## config.mk

```make
export PLATFORM = sky130hd
export DESIGN_NAME = crack_sequencer
export DESIGN_NICKNAME = d
export VERILOG_FILES = /design/src/rtl/crack_sequencer.sv
export SDC_FILE = /design/constraint.sdc
export NUM_CORES = 1
export LEC_CHECK = 0
export CORE_ASPECT_RATIO = 0.6
export CORE_MARGIN = 2
export CORE_UTILIZATION = 45
export DETAILED_ROUTE_END_ITERATION = 16
export GPL_TIMING_DRIVEN = 0
export HOLD_SLACK_MARGIN = 0.05
export PLACE_DENSITY = 0.79
export SYNTH_ARGS = -nofsm -noshare
export SYNTH_HDL_FRONTEND = slang
export SYNTH_SLANG_ARGS = --single-unit
```

## constraint.sdc

```tcl
create_clock -name clk -period 4.4 [get_ports clk]
set_input_delay 1.32 -clock clk [delete_from_list [all_inputs] [get_ports clk]]
set_output_delay 1.32 -clock clk [all_outputs]
set_load 0.02 [all_outputs]
```

## src/rtl/crack_sequencer.sv

```systemverilog
// crack_sequencer: feeds seeds to a phase-swept hash engine, tags each phase, logs hits into a result FIFO (option CRACK_SEQ_STOP_ON_HIT_EN ends the job at the first hit)
module crack_sequencer #(
  parameter int CSDIV = 16,
  parameter int LAT = 2,
  parameter int FIFO_DEPTH = 4
) (
  input  logic                     clk,
  input  logic                     reset,
  input  logic                     start,
  input  logic [31:0]              job_count,
  input  logic [31:0]              goal_in,
  output logic                     busy,
  output logic                     done,
  input  logic                     seed_valid,
  input  logic [31:0]              seed_data,
  output logic                     seed_ready,
  output logic [31:0]              eng_seed,
  output logic [31:0]              eng_goal,
  output logic                     eng_reset_counter,
  input  logic                     eng_success,
  input  logic                     eng_next_initial,
  output logic                     res_valid,
  input  logic                     res_ready,
  output logic [31:0]              res_seed_idx,
  output logic [$clog2(CSDIV)-1:0] res_phase,
  output logic                     overflow
);
  localparam int PW = $clog2(CSDIV);
  localparam int AW = FIFO_DEPTH > 1 ? $clog2(FIFO_DEPTH) : 1;
  localparam int CW = $clog2(FIFO_DEPTH + 1);
  localparam int DW = LAT > 1 ? $clog2(LAT) : 1;
  typedef enum logic [2:0] {IDLE, LOAD, SWEEP, DRAIN, DONE} state_t;
  state_t state;
  logic [31:0] goal, count, seed_idx;
  logic [PW-1:0] phase;
  logic [DW-1:0] drain_cnt;
  logic hv [1:LAT];
  logic [31:0] hs [1:LAT];
  logic [PW-1:0] hp [1:LAT];
  logic [31:0] fs [FIFO_DEPTH];
  logic [PW-1:0] fp [FIFO_DEPTH];
  logic [AW-1:0] wp, rp;
  logic [CW-1:0] fcnt;
  logic last_phase, last_seed, hit, pop, full, push, stop;

  function automatic logic [AW-1:0] nxt(input logic [AW-1:0] p);
    return p == AW'(FIFO_DEPTH - 1) ? '0 : p + 1'b1;
  endfunction

  assign last_phase = phase == PW'(CSDIV - 1);
  assign last_seed = seed_idx == count - 32'd1;
  assign seed_ready = state == LOAD || (state == SWEEP && last_phase && !last_seed);
  assign busy = state != IDLE;
  assign done = state == DONE;
  assign eng_reset_counter = state != SWEEP;
  assign eng_goal = goal;
  assign hit = eng_success && hv[LAT];
  assign res_valid = fcnt != '0;
  assign pop = res_valid && res_ready;
  assign full = fcnt == CW'(FIFO_DEPTH);
  assign push = hit && (!full || pop);
  assign res_seed_idx = fs[rp];
  assign res_phase = fp[rp];
`ifdef CRACK_SEQ_STOP_ON_HIT_EN
  assign stop = hit && (state == LOAD || state == SWEEP);
`else
  assign stop = 1'b0;
`endif

  // job sequencing: seed loading, phase sweep, drain of the engine latency tail
  always_ff @(posedge clk) begin
    if (reset) begin
      state <= IDLE;
      goal <= '0;
      count <= '0;
      seed_idx <= '0;
      phase <= '0;
      eng_seed <= '0;
      overflow <= 1'b0;
      drain_cnt <= '0;
    end else begin
      drain_cnt <= state == DRAIN ? drain_cnt + 1'b1 : '0;
      if (hit && full && !pop) overflow <= 1'b1;
      case (state)
        IDLE: if (start) begin
          goal <= goal_in;
          count <= job_count;
          seed_idx <= '0;
          overflow <= 1'b0;
          state <= job_count == '0 ? DONE : LOAD;
        end
        LOAD: if (stop) state <= DRAIN;
        else if (seed_valid) begin
          eng_seed <= seed_data;
          phase <= '0;
          state <= SWEEP;
        end
        SWEEP: begin
          if (eng_next_initial != last_phase) overflow <= 1'b1;
          if (stop || (last_phase && last_seed)) state <= DRAIN;
          else if (!last_phase) phase <= phase + 1'b1;
          else begin
            seed_idx <= seed_idx + 32'd1;
            if (seed_valid) begin
              eng_seed <= seed_data;
              phase <= '0;
            end else state <= LOAD;
          end
        end
        DRAIN: if (drain_cnt == DW'(LAT - 1)) state <= DONE;
        default: state <= IDLE;
      endcase
    end
  end

  // tag history aligned with engine latency; only sweep cycles carry a valid tag
  always_ff @(posedge clk) begin
    if (reset) for (int i = 1; i <= LAT; i++) hv[i] <= 1'b0;
    else begin
      hv[1] <= state == SWEEP;
      hs[1] <= seed_idx;
      hp[1] <= phase;
      for (int i = LAT; i > 1; i--) begin
        hv[i] <= hv[i-1];
        hs[i] <= hs[i-1];
        hp[i] <= hp[i-1];
      end
    end
  end

  // hit result FIFO, kept across jobs
  always_ff @(posedge clk) begin
    if (reset) begin
      wp <= '0;
      rp <= '0;
      fcnt <= '0;
    end else begin
      if (push) begin
        fs[wp] <= hs[LAT];
        fp[wp] <= hp[LAT];
        wp <= nxt(wp);
      end
      if (pop) rp <= nxt(rp);
      fcnt <= fcnt + CW'(push) - CW'(pop);
    end
  end
endmodule

```

==> results of run 1 <==
-- registers in the layout, indices dropped and copies added (netlist names), 4 cells and up, named ones only --
register and flops:
hs 64, fs 128, eng_goal 32, eng_seed 32, hp 8, count 32, phase 4, fp 16
seed_idx 32
-- path summary, 6_finish.rpt --
check,from,end,cells past startpoint
worst max-delay path,count[7]$_SDFFE_PP0P_,seed_ready,10
worst min-delay path,hs[1][4]$_DFFE_PN_,hs[2][4]$_DFFE_PN_,0
worst max register to register,count[7]$_SDFFE_PP0P_,seed_idx[27]$_SDFFE_PP0P_,12
worst min register to register,hs[1][4]$_DFFE_PN_,hs[2][4]$_DFFE_PN_,0
-- power breakdown --
group,internal [W],total [W],switching (W)
sequential,0.00373,0.00386,0.000125
clock,0.00180,0.00309,0.00129
combinational,0.000808,0.00171,0.000901
-- area by class of cell --
cell class	count	area (um2)	share of cell area
Buffer	66	290	0.0154
Clock buffer	47	1000	0.0532
Clock inverter	15	180	0.00955
Inverter	22	90.1	0.00478
Multi-Input combinational cell	730	5030	0.267
Sequential cell	364	9460	0.501
Tap cell	424	531	0.0281
Timing Repair Buffer	227	2270	0.121
-- synthesized netlist by cell type (all sizes together), types with 5 or more instances --
cell type,number
dfxtp,148
nand2,172
and3,14
nor2,86
and4,8
nor4,25
mux4,36
edfxtp,216
o21ai,12
nand2b,5
and2,9
xor2,23
xnor2,30
a2111oi,7
inv,22
nand4,19
or4,10
ha,10
nand3,29
nor3,25
a21o,7
mux2i,38
or3,16
buf,15
clkbuf,52
a31oi,7
a21oi,85
-- logic make-up (layout without fill, tap and decap cells) --
| group | count (synthesis) | after routing | share of synthesized area |
|---|---|---|---|
| buffers and inverters | 89 | 377 | 0.0249 |
| AND/OR/NAND/NOR | 434 | 434 | 0.142 |
| adder cells (fa/ha/maj) | 11 | 11 | 0.00988 |
| multiplexers | 75 | 75 | 0.0818 |
| flip-flops | 364 | 364 | 0.643 |
| XOR/XNOR | 53 | 53 | 0.0316 |
| AO/OA/AOI/OAI | 157 | 157 | 0.0663 |
-- routing by layer --
metal / GRT usage / vias to the layer above
li1: - / 4873
met1: 0.316 / 5156
met2: 0.329 / 444
met3: 0.0421 / 71
met4: 0.0583 / 0
met5: 0 / -
-- what timing repair did --
item	CTS	global route
endpoints found under the setup margin	31	46
buffers inserted	11	5
pin swaps	8	4
gates resized for setup	28	12
-- through the flow --
step / std cells / power, W / TNS (ns) / area [um2]
after floorplan: 1183 / 0.00490 / 0 / 14700
after global placement: 1814 / 0.00550 / -19.18 / 17300
after detailed placement: 1818 / 0.00555 / -1.00 / 17400
after CTS: 1890 / 0.00867 / -0.690 / 18800
after global routing: 1895 / 0.00896 / -0.724 / 18900
final: 1895 / 0.00866 / -0.676 / 18900
-- cells in the final DEF (no fill, tap or decap), types with 5 or more instances in the layout --
cell / synthesis / layout
clkinv_2: 0 / 6
nand4_1: 19 / 19
nor2_1: 86 / 86
clkdlybuf4s50_1: 0 / 206
buf_6: 3 / 5
edfxtp_1: 216 / 216
o21ai_0: 9 / 9
a31oi_1: 7 / 7
a21oi_1: 84 / 84
clkbuf_1: 52 / 53
and3_1: 14 / 14
or4_1: 8 / 6
buf_4: 0 / 16
buf_2: 7 / 6
clkbuf_16: 0 / 37
and2_1: 9 / 5
nor4_1: 24 / 21
xor2_1: 23 / 23
dfxtp_1: 148 / 145
mux2i_1: 38 / 38
a21o_1: 7 / 7
and4_1: 8 / 8
nand2_1: 171 / 171
mux4_2: 36 / 36
xnor2_1: 30 / 30
nand3_1: 29 / 28
buf_1: 5 / 5
or3_1: 16 / 14
nor3_1: 24 / 21
inv_1: 22 / 19
ha_1: 10 / 9
==> flow_summary.json, run 1 <==
{
  "outcome": "finished with violations",
  "violations": "setup timing",
  "core_region_area_um2": 32300,
  "critPathArrivalTime_ns": 3.76,
  "synth.area.top_cells": "edfxtp_1, dfxtp_1, mux4_2, nand2_1, a21oi_1",
  "slew_headroom": 0.361,
  "h-tree-depth": 2,
  "clock_latency_ns": 0.54,
  "cpMaxStageDelayCell": "a2111oi_1",
  "post-route-period-util": 1.15,
  "initial_utilization": 0.455,
  "die_h_um": 144,
  "critPathCaptureType": "output pin",
  "avgSynthCellArea_um2": 12.4,
  "grt_setup_unrepaired": "true",
  "netlist.area_leader.share": 0.441,
  "fin_util": 0.584,
  "worst_pin_slew_ns": 0.958,
  "syn_inst": 1183,
  "dr_wl_met3_mm": 3.20,
  "final_layout_size_suffix_gt1_frac": 0.114,
  "wirelength_mm": 37.8,
  "fin_skew_ns": 0.0224,
  "diodes": 0,
  "wl_met1_mm": 16.7,
  "grt_max_degree": 76,
  "synth_area_um2": 14700,
  "grt_pass1_wl_mm": 56.5,
  "nNetsFinal": 1559,
  "highest_layer": "met4",
  "critPathKind": "flop to output pin",
  "p_per_area_nw_per_um2": 459,
  "leakage_nw": 6.49,
  "fmax_mhz": 197,
  "setup_viol": 1,
  "synthArstFlopShare": 0,
  "seq_area_frac_synth": 0.643,
  "cts.sinks": 364,
  "synth_flop_cell": "edfxtp_1",
  "place_hpwl_mm": 26.4,
  "cp-start-kind": "flop",
  "ff2ff_setup_slack_ns": 0.21,
  "nFillCells": 2552,
  "clk_pin_slew_ns": 0.07,
  "hold_buffers": 0,
  "crit_fanout": 10,
  "antenna_found_initial": 0,
  "synthesis.nets": 1297,
  "path_cells": "clkbuf_1, xnor2_1, a2bb2oi_1, a2111oi_1, o211ai_1, or4_4, nor4_4, nor3_2, nand2b_4, buf_6",
  "drc": 0,
  "drtAntennaViolNets": 0,
  "dr.pass1.iters": 6,
  "grt_pass1_vias": 9993,
  "max_stage_delay_ns": 0.60,
  "io_pins": 209,
  "slew_violations": 0,
  "cts_tree": "done",
  "hold_ws_ns": 0.408,
  "synth_enable_flop_cells": 216,
  "required_ns": 3.08,
  "overflow": 0,
  "numCtsBuffers": 34,
  "clock_path_buffers": 3,
  "hold_viol_final": 0,
  "cp_top_family": "simple AND/OR/NAND/NOR gates",
  "worst_slack_ns": -0.676,
  "period_needed_ns": 5.08,
  "port-buffer-count": 207,
  "hold_class": "flop to flop",
  "yosysTopAreaCell": "edfxtp_1",
  "area_growth_pct": 28.4,
  "met2_wirelength_mm": 17.2,
  "avgViaCountPerCell": 5.56,
  "dp_slack_ns": -1.00,
  "max-vdd-ir-drop_mv": 0.270,
  "gp_congestion": 0.936,
  "synth_seq_cells": 364,
  "placementRows": 51,
  "ys_warn_count": 0,
  "timing.max_cap.violations": 0,
  "wl_per_cell_um": 20.0,
  "cp.buffers_inverters": 2,
  "cts-root-buf": "clkbuf_16",
  "die_w_um": 237,
  "first_iter_violations": 1024,
  "grtUsageTotal": 0.215,
  "synth_cell_types": 71,
  "route.vias.total": 10544,
  "dieArea_um2": 34200
}
Note: power is estimated with default switching activity, not from simulation.
==> run 2, diff against run 1 <==
CTS_CLUSTER_SIZE = 14   (was not set)
==> run 2 against run 1 <==
  * The run still ends with setup timing left
  * Die area unchanged
  * Critical path type unchanged
  * Final cell count about the same
  * Largest power group unchanged
  * Non-clock buffer count increased by 2
  * Setup slack improved by 0.082 ns
  * Critical path depth increased by 1
  * Worst hold slack improved by 0.0030 ns
  * Wire length decreased by 0.62%
  * Global-route usage decreased by 0.069 points
  * Combinational power about the same
==> flow_summary.json, run 2 (synthesis results as in run 1) <==
{
  "port-buffer-count": 207,
  "io_pins": 209,
  "numCtsBuffers": 34,
  "antenna_found_initial": 0,
  "fin_skew_ns": 0.0198,
  "wirelength_mm": 37.6,
  "critPathArrivalTime_ns": 3.67,
  "power_frac_seq": 0.454,
  "grt_pass1_vias": 10057,
  "largest_register": "fs",
  "stdcell_area_um2": 18800,
  "diodes": 0,
  "fmax_mhz": 200,
  "cts_tree": "done",
  "area_growth_pct": 27.9,
  "largest_register_ffs": 128,
  "gr-usage-met1": 0.311,
  "avgViaCountPerCell": 5.59,
  "max_stage_delay_ns": 0.55,
  "wl_per_cell_um": 19.8,
  "outcome": "finished with violations",
  "crit_fanout": 4,
  "p_clk_frac": 0.344,
  "hold_viol_final": 0,
  "worst_pin_slew_ns": 0.968,
  "grt_setup_unrepaired": "true",
  "grt_max_degree": 76,
  "critPathCaptureType": "output pin",
  "grt-busiest-layer": "met2",
  "cts.sinks": 364,
  "switching_share": 0.269,
  "required_ns": 3.08,
  "dpl_cell_area_um2": 17400,
  "gp_congestion": 0.936,
  "nNetsFinal": 1561,
  "period_needed_ns": 4.99,
  "first_iter_violations": 1043,
  "critPathKind": "flop to output pin",
  "place_hpwl_mm": 26.4,
  "clock_path_buffers": 3,
  "dr.pass1.iters": 5,
  "setup_viol": 1,
  "dieArea_um2": 34200,
  "cp-start-kind": "flop",
  "final_cell_mix": "edfxtp_1, clkdlybuf4s50_1, nand2_1",
  "path_cells": "inv_4, ha_4, or4b_4, or3_4, nor4_4, mux2_4, or4_4, nor4_4, nor3_2, nand2b_4, buf_6",
  "violations": "setup timing",
  "core_region_area_um2": 32300,
  "slew_violations": 0,
  "route.vias.total": 10601,
  "fin_tns_setup_ns": -0.594,
  "p_switching_w": 0.00229,
  "intPower_w": 0.00621,
  "die_h_um": 144,
  "final_layout_size_suffix_gt1_frac": 0.113,
  "slew_headroom": 0.355,
  "overflow": 0,
  "dpl.cell_count": 1818,
  "timing.max_cap.violations": 0,
  "use_met3": 0.0480,
  "drc": 0,
  "leakage_nw": 6.47,
  "cpMaxStageDelayCell": "or4_4",
  "die_w_um": 237,
  "layout_commonest_cell": "edfxtp_1",
  "h-tree-depth": 2,
  "drtAntennaViolNets": 0,
  "clock_latency_ns": 0.53,
  "post-route-period-util": 1.14,
  "hold_class": "flop to flop",
  "initial_utilization": 0.455,
  "pwr-share-comb": 0.202,
  "p_per_area_nw_per_um2": 452,
  "placementRows": 51,
  "cp_common_cell": "nor4_4",
  "clk_pin_slew_ns": 0.06,
  "instances_no_fill": 1896,
  "grt_pass1_wl_mm": 56.3,
  "grtUsageTotal": 0.215,
  "worst_slack_ns": -0.594,
  "cts-root-buf": "clkbuf_16",
  "nFillCells": 2574,
  "max-vdd-ir-drop_mv": 0.256,
  "top_regs": "fs: 128 flops, hs: 64 flops",
  "use_met2": 0.324
}
-- run 2: cell types whose count changed in the layout (fill, tap and decap cells not counted), sizes merged --
cell and change:
buf +2, bufinv -1, clkbuf +4, clkinv -1, clkinvlp -3
-- run 2: cell type report --
class,instances,area [um2],area share
sequential,364,9460,0.503
multi-input combinational,730,5050,0.269
timing repair buffer,231,2300,0.123
clock buffer,51,976,0.0519
tap,424,531,0.0282
buffer,64,269,0.0143
clock inverter,10,118,0.00626
inverter,22,90.1,0.00479
-- run 2: worst paths after layout --
check             slack (ns)             startpoint  cells past startpoint                        end
setup / recovery       -0.59  count[0]$_SDFFE_PP0P_                     11                 seed_ready
hold / removal          0.41    hs[1][20]$_DFFE_PN_                      0        hs[2][20]$_DFFE_PN_
setup reg to reg        0.25  count[0]$_SDFFE_PP0P_                     13  eng_seed[22]$_SDFFE_PP0P_
hold reg to reg         0.41    hs[1][20]$_DFFE_PN_                      0        hs[2][20]$_DFFE_PN_
-- run 2: through the flow --
stage	power (W)	setup slack, ns	hold slack, ns	utilization
global route	0.00881	-0.682	0.405	0.582
floorplan	0.00490	0.00771	0.400	-
CTS	0.00850	-0.692	0.408	0.579
finish	0.00850	-0.594	0.412	0.582
detailed placement	0.00555	-1.00	0.405	0.540
global placement	0.00550	-0.921	0.402	0.537
-- run 2: power by group through the flow --
stage / clock network, W / logic, W / registers, W
global placement: 0 / 0.00160 / 0.00390
global route: 0.00311 / 0.00183 / 0.00387
finish: 0.00292 / 0.00171 / 0.00386
CTS: 0.00297 / 0.00168 / 0.00385
floorplan: 0 / 0.000958 / 0.00394
detailed placement: 0 / 0.00164 / 0.00391
-- run 2: layer usage --
layer | wire [um] | share of wire | vias to the layer above
met2 | 16700 | 0.44 | 459
li1 | - | - | 4878
met3 | 3360 | 0.089 | 65
met5 | 0 | 0 | -
met4 | 818 | 0.022 | 0
met1 | 16700 | 0.45 | 5199
-- run 2: what timing repair did --
action                                  in CTS  in global routing
hold buffers                                 0                  0
endpoints found under the setup margin      31                 40
resized for setup                           28                 18
pin swaps                                    8                 12
buffers inserted                            12                  8
-- run 2: worst max-delay path: cells and delay by family (launching register included) --
kind                       cells  cell delay [ns]
muxes                          1             0.32
and+or+nand+nor                7             2.12
adders and majority gates      1             0.13
DFF                            1             0.37
buffers and inverters          2             0.20
